==> config.mk <==
export PLATFORM = sky130hd
export DESIGN_NAME = bp_be_issue_queue
export DESIGN_NICKNAME = d
export VERILOG_FILES = /design/src/rtl/bp_be_issue_queue.sv
export SDC_FILE = /design/constraint.sdc
export NUM_CORES = 1
export LEC_CHECK = 0
export ABC_AREA = 1
export BUFFER_PORTS_ARGS = -buffer_cell sky130_fd_sc_hd__buf_2
export CAP_MARGIN = 20
export CORE_AREA = 2 2 152 265
export DETAILED_ROUTE_END_ITERATION = 10
export DIE_AREA = 0 0 154 267
export GPL_TIMING_DRIVEN = 1
export PLACE_DENSITY_LB_ADDON = 0.08
export SYNTH_ARGS = -nofsm -noshare
export SYNTH_HDL_FRONTEND = slang
export SYNTH_SLANG_ARGS = --single-unit
==> constraint.sdc <==
create_clock -name clk_i -period 5.8 [get_ports clk_i]
set_input_delay 1.16 -clock clk_i [delete_from_list [all_inputs] [get_ports clk_i]]
set_output_delay 1.16 -clock clk_i [all_outputs]
set_load 0.005 [all_outputs]
==> src/rtl/bp_be_issue_queue.sv <==
// bp_be_issue_queue
//   Speculative issue queue between the front-end fetch stream and back-end
//   dispatch. Three pointers (write, speculative read, commit) let issued but
//   uncommitted entries be replayed (roll_i) or discarded (clr_i) without the
//   producer resending them.
//
// Ports
//   clk_i, reset_n_i          : clock, asynchronous active-low reset
//   enq_data_i/enq_v_i        : producer payload and valid
//   enq_ready_o               : space available (registered state only)
//   issue_data_o/issue_v_o    : oldest unissued entry; data forced 0 when not valid
//   issue_yumi_i              : consumer takes the issue entry
//   deq_i                     : commit the oldest issued entry
//   roll_i                    : replay, speculative read returns to commit pointer
//   clr_i                     : flush all entries
//   spec_cnt_o                : issued but uncommitted entries
//   free_cnt_o                : free slots
//
// Handshake: an enqueue transfers on any rising edge where enq_v_i and
// enq_ready_o are both 1; enq_v_i may be raised regardless of enq_ready_o.
// issue_yumi_i may only be asserted while issue_v_o is 1 and consumes the
// entry at that edge. deq_i may only be asserted while spec_cnt_o is nonzero.
module bp_be_issue_queue #(
  parameter int data_width_p = 64,
  parameter int els_p        = 8,
  localparam int lg_els_lp   = $clog2(els_p)
) (
  input  logic                    clk_i,
  input  logic                    reset_n_i,
  input  logic [data_width_p-1:0] enq_data_i,
  input  logic                    enq_v_i,
  output logic                    enq_ready_o,
  output logic [data_width_p-1:0] issue_data_o,
  output logic                    issue_v_o,
  input  logic                    issue_yumi_i,
  input  logic                    deq_i,
  input  logic                    roll_i,
  input  logic                    clr_i,
  output logic [lg_els_lp:0]      spec_cnt_o,
  output logic [lg_els_lp:0]      free_cnt_o
);

  typedef logic [lg_els_lp:0] ptr_t;

  localparam ptr_t els_cnt_lp = ptr_t'(els_p);

  logic [data_width_p-1:0] mem [els_p];

  ptr_t wptr, rptr, cptr;
  ptr_t wptr_n, rptr_n, cptr_n;
  ptr_t occupancy;

  logic full;
  logic enq_fire;
  logic yumi_ok;
  logic deq_ok;
  logic mem_we;

  // Pointers carry one extra wrap bit, so plain subtraction gives counts
  // in the range 0..els_p and full/empty are distinguishable.
  assign occupancy   = wptr - cptr;
  assign full        = (occupancy == els_cnt_lp);
  assign enq_ready_o = ~full;
  assign issue_v_o   = (rptr != wptr);
  assign spec_cnt_o  = rptr - cptr;
  assign free_cnt_o  = els_cnt_lp - occupancy;

  assign issue_data_o = issue_v_o ? mem[rptr[lg_els_lp-1:0]] : '0;

  // Illegal requests are dropped here so pointer invariants always hold.
  assign enq_fire = enq_v_i & enq_ready_o;
  assign yumi_ok  = issue_yumi_i & issue_v_o;
  assign deq_ok   = deq_i & (spec_cnt_o != '0);

  // A flush swallows a same-cycle enqueue, though the producer still sees it accepted.
  assign mem_we = enq_fire & ~clr_i;

  always_comb begin
    wptr_n = wptr;
    rptr_n = rptr;
    cptr_n = cptr;
    if (clr_i) begin
      rptr_n = wptr;
      cptr_n = wptr;
    end else if (roll_i) begin
      wptr_n = wptr + ptr_t'(enq_fire);
      cptr_n = cptr + ptr_t'(deq_ok);
      rptr_n = cptr_n;
    end else begin
      wptr_n = wptr + ptr_t'(enq_fire);
      rptr_n = rptr + ptr_t'(yumi_ok);
      cptr_n = cptr + ptr_t'(deq_ok);
    end
  end

  always_ff @(posedge clk_i or negedge reset_n_i) begin
    if (!reset_n_i) begin
      wptr <= '0;
      rptr <= '0;
      cptr <= '0;
    end else begin
      wptr <= wptr_n;
      rptr <= rptr_n;
      cptr <= cptr_n;
    end
  end

  // Payload storage is deliberately not reset.
  always_ff @(posedge clk_i) begin
    if (mem_we) begin
      mem[wptr[lg_els_lp-1:0]] <= enq_data_i;
    end
  end

  a_yumi_legal: assert property (@(posedge clk_i) disable iff (!reset_n_i)
    issue_yumi_i |-> issue_v_o);

  a_deq_legal: assert property (@(posedge clk_i) disable iff (!reset_n_i)
    deq_i |-> (spec_cnt_o != '0));

  a_occ_bound: assert property (@(posedge clk_i) disable iff (!reset_n_i)
    occupancy <= els_cnt_lp);

endmodule

==> results of run 1 <==
per-layer routing:
layer	up-vias	global-route usage, %
met5	-	0
li1	6194	-
met3	85	3.34
met4	6	8.49
met2	347	41.4
met1	6519	29.4
worst max-delay path, delay by kind of cell, from the launching register on:
| family | cells | cell delay (ns) |
|---|---|---|
| buf+inv | 4 | 1.29 |
| fa+ha+maj | 2 | 0.64 |
| xor+xnor | 1 | 0.19 |
| flops | 1 | 0.72 |
report_power, final:
| part | switching (W) | total (W) | leakage, nW | internal, W |
|---|---|---|---|---|
| Sequential | 0.000232 | 0.00473 | 4.76 | 0.00450 |
| Combinational | 0.00267 | 0.00405 | 2.76 | 0.00138 |
| Clock | 0.00130 | 0.00310 | 0.737 | 0.00180 |
sequential cells by signal, indices dropped and copies added, names as in the netlist:
name,cells
mem,512
cptr,4
rptr,4
wptr,4
kinds of logic (layout without fill, tap and decap cells):
kind of cell | Yosys count | count (layout)
adder cells (fa/ha/maj) | 15 | 15
buffers and inverters | 133 | 272
other | 0 | 4
flip-flops | 524 | 524
XOR/XNOR | 11 | 11
AND/OR/NAND/NOR | 573 | 573
AO/OA/AOI/OAI | 403 | 403
path summary, 6_finish.rpt:
path,from,endpoint,slack [ns],depth (start not counted)
setup / recovery,rptr[0]$_DFF_PN0_,spec_cnt_o[2],0.98,7
hold / removal,reset_n_i,cptr[3]$_DFF_PN0_,0.47,1
setup reg to reg,rptr[0]$_DFF_PN0_,rptr[2]$_DFF_PN0_,1.65,16
hold reg to reg,wptr[3]$_DFFE_PN0N_,rptr[3]$_DFF_PN0_,0.63,2
max in group asynchronous,reset_n_i,rptr[0]$_DFF_PN0_,5.08,1
min in group clk_i,wptr[3]$_DFFE_PN0N_,rptr[3]$_DFF_PN0_,0.63,2
cell usage in the layout (no fill, tap or decap), drive strengths merged, types with 2 or more instances in the layout:
master and n:
edfxtp 512, nor2 461, o21ai 268, buf 162
nand2 93, o22ai 64, o211ai 64, clkbuf 62
inv 26, nand3 17, clkinv 14, ha 13
dfrtp 12, xor2 8, bufinv 7, a21oi 5
diode 4, xnor2 3, fa 2
through the flow:
step / cells / setup WS [ns]
after floorplan: 1659 / 0.713
after global placement: 2203 / 1.65
after detailed placement: 2203 / 1.60
after global routing: 2292 / 0.813
after CTS: 2288 / 1.01
final: 2292 / 0.980
final cells by class:
type                    instances  area, µm²  share of cell area (%)
repair buffers                162        943                    3.99
diodes                          4       10.0                  0.0423
clock inverters                23        287                    1.21
flip-flops and latches        524      15700                    66.3
well taps                     490        613                    2.59
inverters                      25       98.8                   0.418
clock buffers                  62       1230                    5.21
multi-input cells            1002       4800                    20.3
==> impl_metrics.toml, run 1 <==
[status]
outcome = "finished clean"

[layout]
fill_cells = 3065
fin_nets = 1847
utilization_pct = 60.6
synthToLayoutAreaGrowth_pct = 12.3
design_area_um2 = 23700
final_layout_size_suffix_gt1_share_pct = 13.2

[global_route]
first_global_vias = 13200
grt.total_usage_pct = 23.4
grt_overflow_total = 0
antenna_found_initial = 8
grt_max_degree = 207
grt_pass1_wl_mm = 74.1

[floorplan]
die_h_um = 267
core_area_um2 = 39000
die_area_um2 = 41100
num_rows = 96
ios = 145
die_x_um = 154
start_util_pct = 54.0

[drt]
wl_met3_mm = 2.25
wl_met2_mm = 24.5
top_layer_used = "met5"
drt_iter0_drc = 1133
routed_wl_mm = 47.5
via_per_inst = 5.74
drc_errors = 0
drtAntennaViolNets = 0
route.detailed.wl_per_inst_um = 20.7
vias = 13200
met1_length_mm = 19.3
drt-pass1-iter-count = 5

[synthesis]
syn_nets = 1745
synthSimpleGateAreaFrac_pct = 10.3
ys.flop_type = "edfxtp_1"
synth_area_leaders = "edfxtp_1 (73%), nor2_1 (8.2%), o21ai_0 (5.7%), o211ai_1 (2.3%), o22ai_1 (1.9%)"
synth-xor-area-share_pct = 0.457
seq_area_frac_synth_pct = 74.3
synth_top_family_by_area = "compound AO/OA/AOI/OAI gates"
synth_warnings = 0
syn_inst = 1659
synth.mux.area_fraction_pct = 0
synth.most_common_cell = "edfxtp_1"
netlist_area_um2 = 21100
synth_compound_area_share_pct = 10.7
synth_edf_count = 512
syn_avg_cell_area_um2 = 12.7
ys_ff_latch = 524
synthTopCellsByCount = "edfxtp_1 (512), nor2_1 (461), o21ai_0 (241)"
synth_top_area_cell = "edfxtp_1"
synth_adder_area_share_pct = 0.961
synth_top_area_share_pct = 72.9
yosys.cell_types.count = 26
synth-async-reset-ratio_pct = 2.29

[sta]
rsz0062_at_grt = "no"
timing.hold.ws_ns = 0.472
drv_slew = 0
hold_viol_final = 0
setup_viol = 0
timing_worst_slew_pin_value_ns = 1.08
slew_headroom_pct = 27.7
skew_ns = 0.00912
setup_tns_ns = 0
timing.final.crit_share_pct = 83.1
post-route-min-period_ns = 4.82
max_clock_freq_mhz = 207

[power]
peakVddDrop_mv = 0.399
fin_total_pwr_w = 0.0119
p_leak_nw = 8.26
power_density_nw_per_um2 = 502

[worst_setup_path]
slowest_delay_ns = 0.72
cp_slowest_cell = "dfrtp_4"
critPathArrivalTime_ns = 3.66
worstPathRequired_ns = 4.64
endpoint_kind = "primary output"
start_kind = "flip-flop"
path_cells = "inv_6 > buf_12 > ha_1 > inv_1 > fa_1 > xor2_1 > buf_2"
path_class = "flip-flop to primary output"
cp_max_fo = 191

[clocking]
cts.sinks = 524
cts_hold_buf = 0
cts_root_buf = "clkbuf_16"
cts_tree = "built"
cts_setup_buffers = 0
clkTransAtPathRegs_ns = 0.07
cts-buffers-inserted = 46
cts.path.max_buffers = 3
clock_latency_ns = 0.55
h-tree-depth = 2
post_cts_resized = 0

[placement]
post_dp_cell_area_um2 = 22100
dp_hpwl_mm = 24.7
numPortBuffers = 144
routabilityCongestion = 0.791

[flow_run]
cap_violations = 0

[worst_hold_path]
hold_class = "input pin to asynchronous set/reset pin"
No activity file was read; power rests on OpenSTA's default activity.
==> run 2, diff against run 1 <==
- CORE_AREA: 2 2 152 265 -> 2 2 153 267
- DIE_AREA: 0 0 154 267 -> 0 0 155 269
- clock period: 5.8 -> 4 ns (I/O delays scaled with it)
==> run 2 against run 1 <==
Utilization shrank 0.52 points. First-iteration DRC count fell by 22%. Setup slack lost 0.78 ns. Power up 48%. Non-clock buffer count is 6 higher. Worst hold slack got worse by 0.34 ns. Critical path type unchanged. Largest power group unchanged.
==> impl_metrics.toml, run 2 (synthesis results as in run 1) <==
[worst_setup_path]
cp_max_fo = 96
regToRegSetupSlack_ns = 0.81
worstPathRequired_ns = 3.20
cp_slowest_cell = "buf_4"
start_kind = "flip-flop"
slowest_delay_ns = 0.84
path_class = "flip-flop to primary output"
endpoint_kind = "primary output"
path_cells = "buf_4 > nor2_1 > nor2_1 > o21ai_0 > o211ai_1 > nand2_1 > nor2_1 > buf_2"
path_common_cell = "nor2_1"
critPathArrivalTime_ns = 3.00

[drt]
met1_length_mm = 19.3
vias = 13300
drc_errors = 0
wl_met3_mm = 2.14
drt-pass1-iter-count = 5
wl_met2_mm = 26.7
top_layer_used = "met5"
routed_wl_mm = 49.6
route.detailed.wl_per_inst_um = 21.6
drt_iter0_drc = 887
drtAntennaViolNets = 0
via_per_inst = 5.78

[sta]
timing.hold.ws_ns = 0.130
slew_headroom_pct = 30.1
drv_slew = 0
setup_viol = 0
skew_ns = 0.0106
hold_viol_final = 0
post-route-min-period_ns = 3.80
setup_tns_ns = 0
timing.final.crit_share_pct = 94.9
timing_worst_slew_pin_value_ns = 1.05
rsz0062_at_grt = "no"
max_clock_freq_mhz = 263

[global_route]
grt_overflow_total = 0
grt_max_degree = 147
antenna_found_initial = 2
grt_pass1_wl_mm = 75.9
first_global_vias = 13500
grt.total_usage_pct = 23.9

[clocking]
clkTransAtPathRegs_ns = 0.07
clock_latency_ns = 0.56
cts-buffers-inserted = 46
cts_setup_buffers = 0
cts_hold_buf = 0
cts.sinks = 524
cts_tree = "built"
post_cts_resized = 0
cts.path.max_buffers = 3
cts_root_buf = "clkbuf_16"
h-tree-depth = 2

[layout]
layout_commonest_cell = "edfxtp_1"
diodes = 0
area.sequential_um2 = 15700
multiInputGateArea_um2 = 4800
final_layout_size_suffix_gt1_share_pct = 13.9
largest_reg_flops = 512
design_area_um2 = 23900
fin_nets = 1853
utilization_pct = 60.1
most-common-layout-cells = "edfxtp_1 (512), nor2_1 (453), o21ai_0 (241), buf_2 (144), nand2_1 (92)"
fill_cells = 3157
synthToLayoutAreaGrowth_pct = 13.1

[floorplan]
start_util_pct = 53.1
die_x_um = 155
ios = 145
core_area_um2 = 39700
die_h_um = 269
num_rows = 97
die_area_um2 = 41700

[placement]
numPortBuffers = 144
post_dp_cell_area_um2 = 22300
dp_hpwl_mm = 27.0
routabilityCongestion = 0.799

[power]
peakVddDrop_mv = 0.526
fin_total_pwr_w = 0.0175
power_density_nw_per_um2 = 735
p_leak_nw = 8.34

[worst_hold_path]
hold_class = "input pin to asynchronous set/reset pin"

[status]
outcome = "finished clean"

[flow_run]
cap_violations = 0
-- run 2: path summary, 6_finish.rpt --
kind / start / to / cells past startpoint
max: rptr[0]$_DFF_PN0_ / issue_data_o[7] / 8
min: reset_n_i / wptr[2]$_DFFE_PN0N_ / 1
max reg2reg: wptr[0]$_DFFE_PN0N_ / mem[6][32]$_DFFE_PP_ / 13
min reg2reg: wptr[3]$_DFFE_PN0N_ / rptr[3]$_DFF_PN0_ / 2
max in group asynchronous: reset_n_i / rptr[1]$_DFF_PN0_ / 1
min in group clk_i: enq_data_i[16] / mem[3][16]$_DFFE_PP_ / 1
-- run 2: routing by layer --
metal	up-vias	GRT usage [%]
li1	6205	-
met1	6684	28.2
met2	309	44.5
met3	84	3.21
met4	4	8.33
met5	-	0
-- run 2: final cells by class --
type | count | share of cell area (%)
Multi-Input combinational cell | 1002 | 20.1
Clock inverter | 32 | 1.52
Tap cell | 495 | 2.60
Timing Repair Buffer | 168 | 4.61
Clock buffer | 51 | 4.99
Inverter | 25 | 0.414
Sequential cell | 524 | 65.7
-- run 2: critical path: cells and delay by family, from the launching register on --
family                 cells  cell delay (ns)
AND/OR/NAND/NOR            4             0.58
AO/OA/AOI/OAI              2             0.21
buffers and inverters      2             1.02
flip-flops                 1             0.58
-- run 2: metrics by stage --
| step | cells | worst slack (ns) |
|---|---|---|
| floorplan | 1659 | -0.160 |
| global placement | 2214 | 0.695 |
| detailed placement | 2214 | 0.718 |
| CTS | 2297 | 0.203 |
| global route | 2297 | 0.0158 |
| finish | 2297 | 0.202 |
-- run 2: where the power goes --
part           internal, W  total (W)  switching (W)
sequential         0.00653    0.00675       0.000221
combinational      0.00209    0.00621        0.00412
clock              0.00266    0.00457        0.00191
total               0.0113     0.0175        0.00625
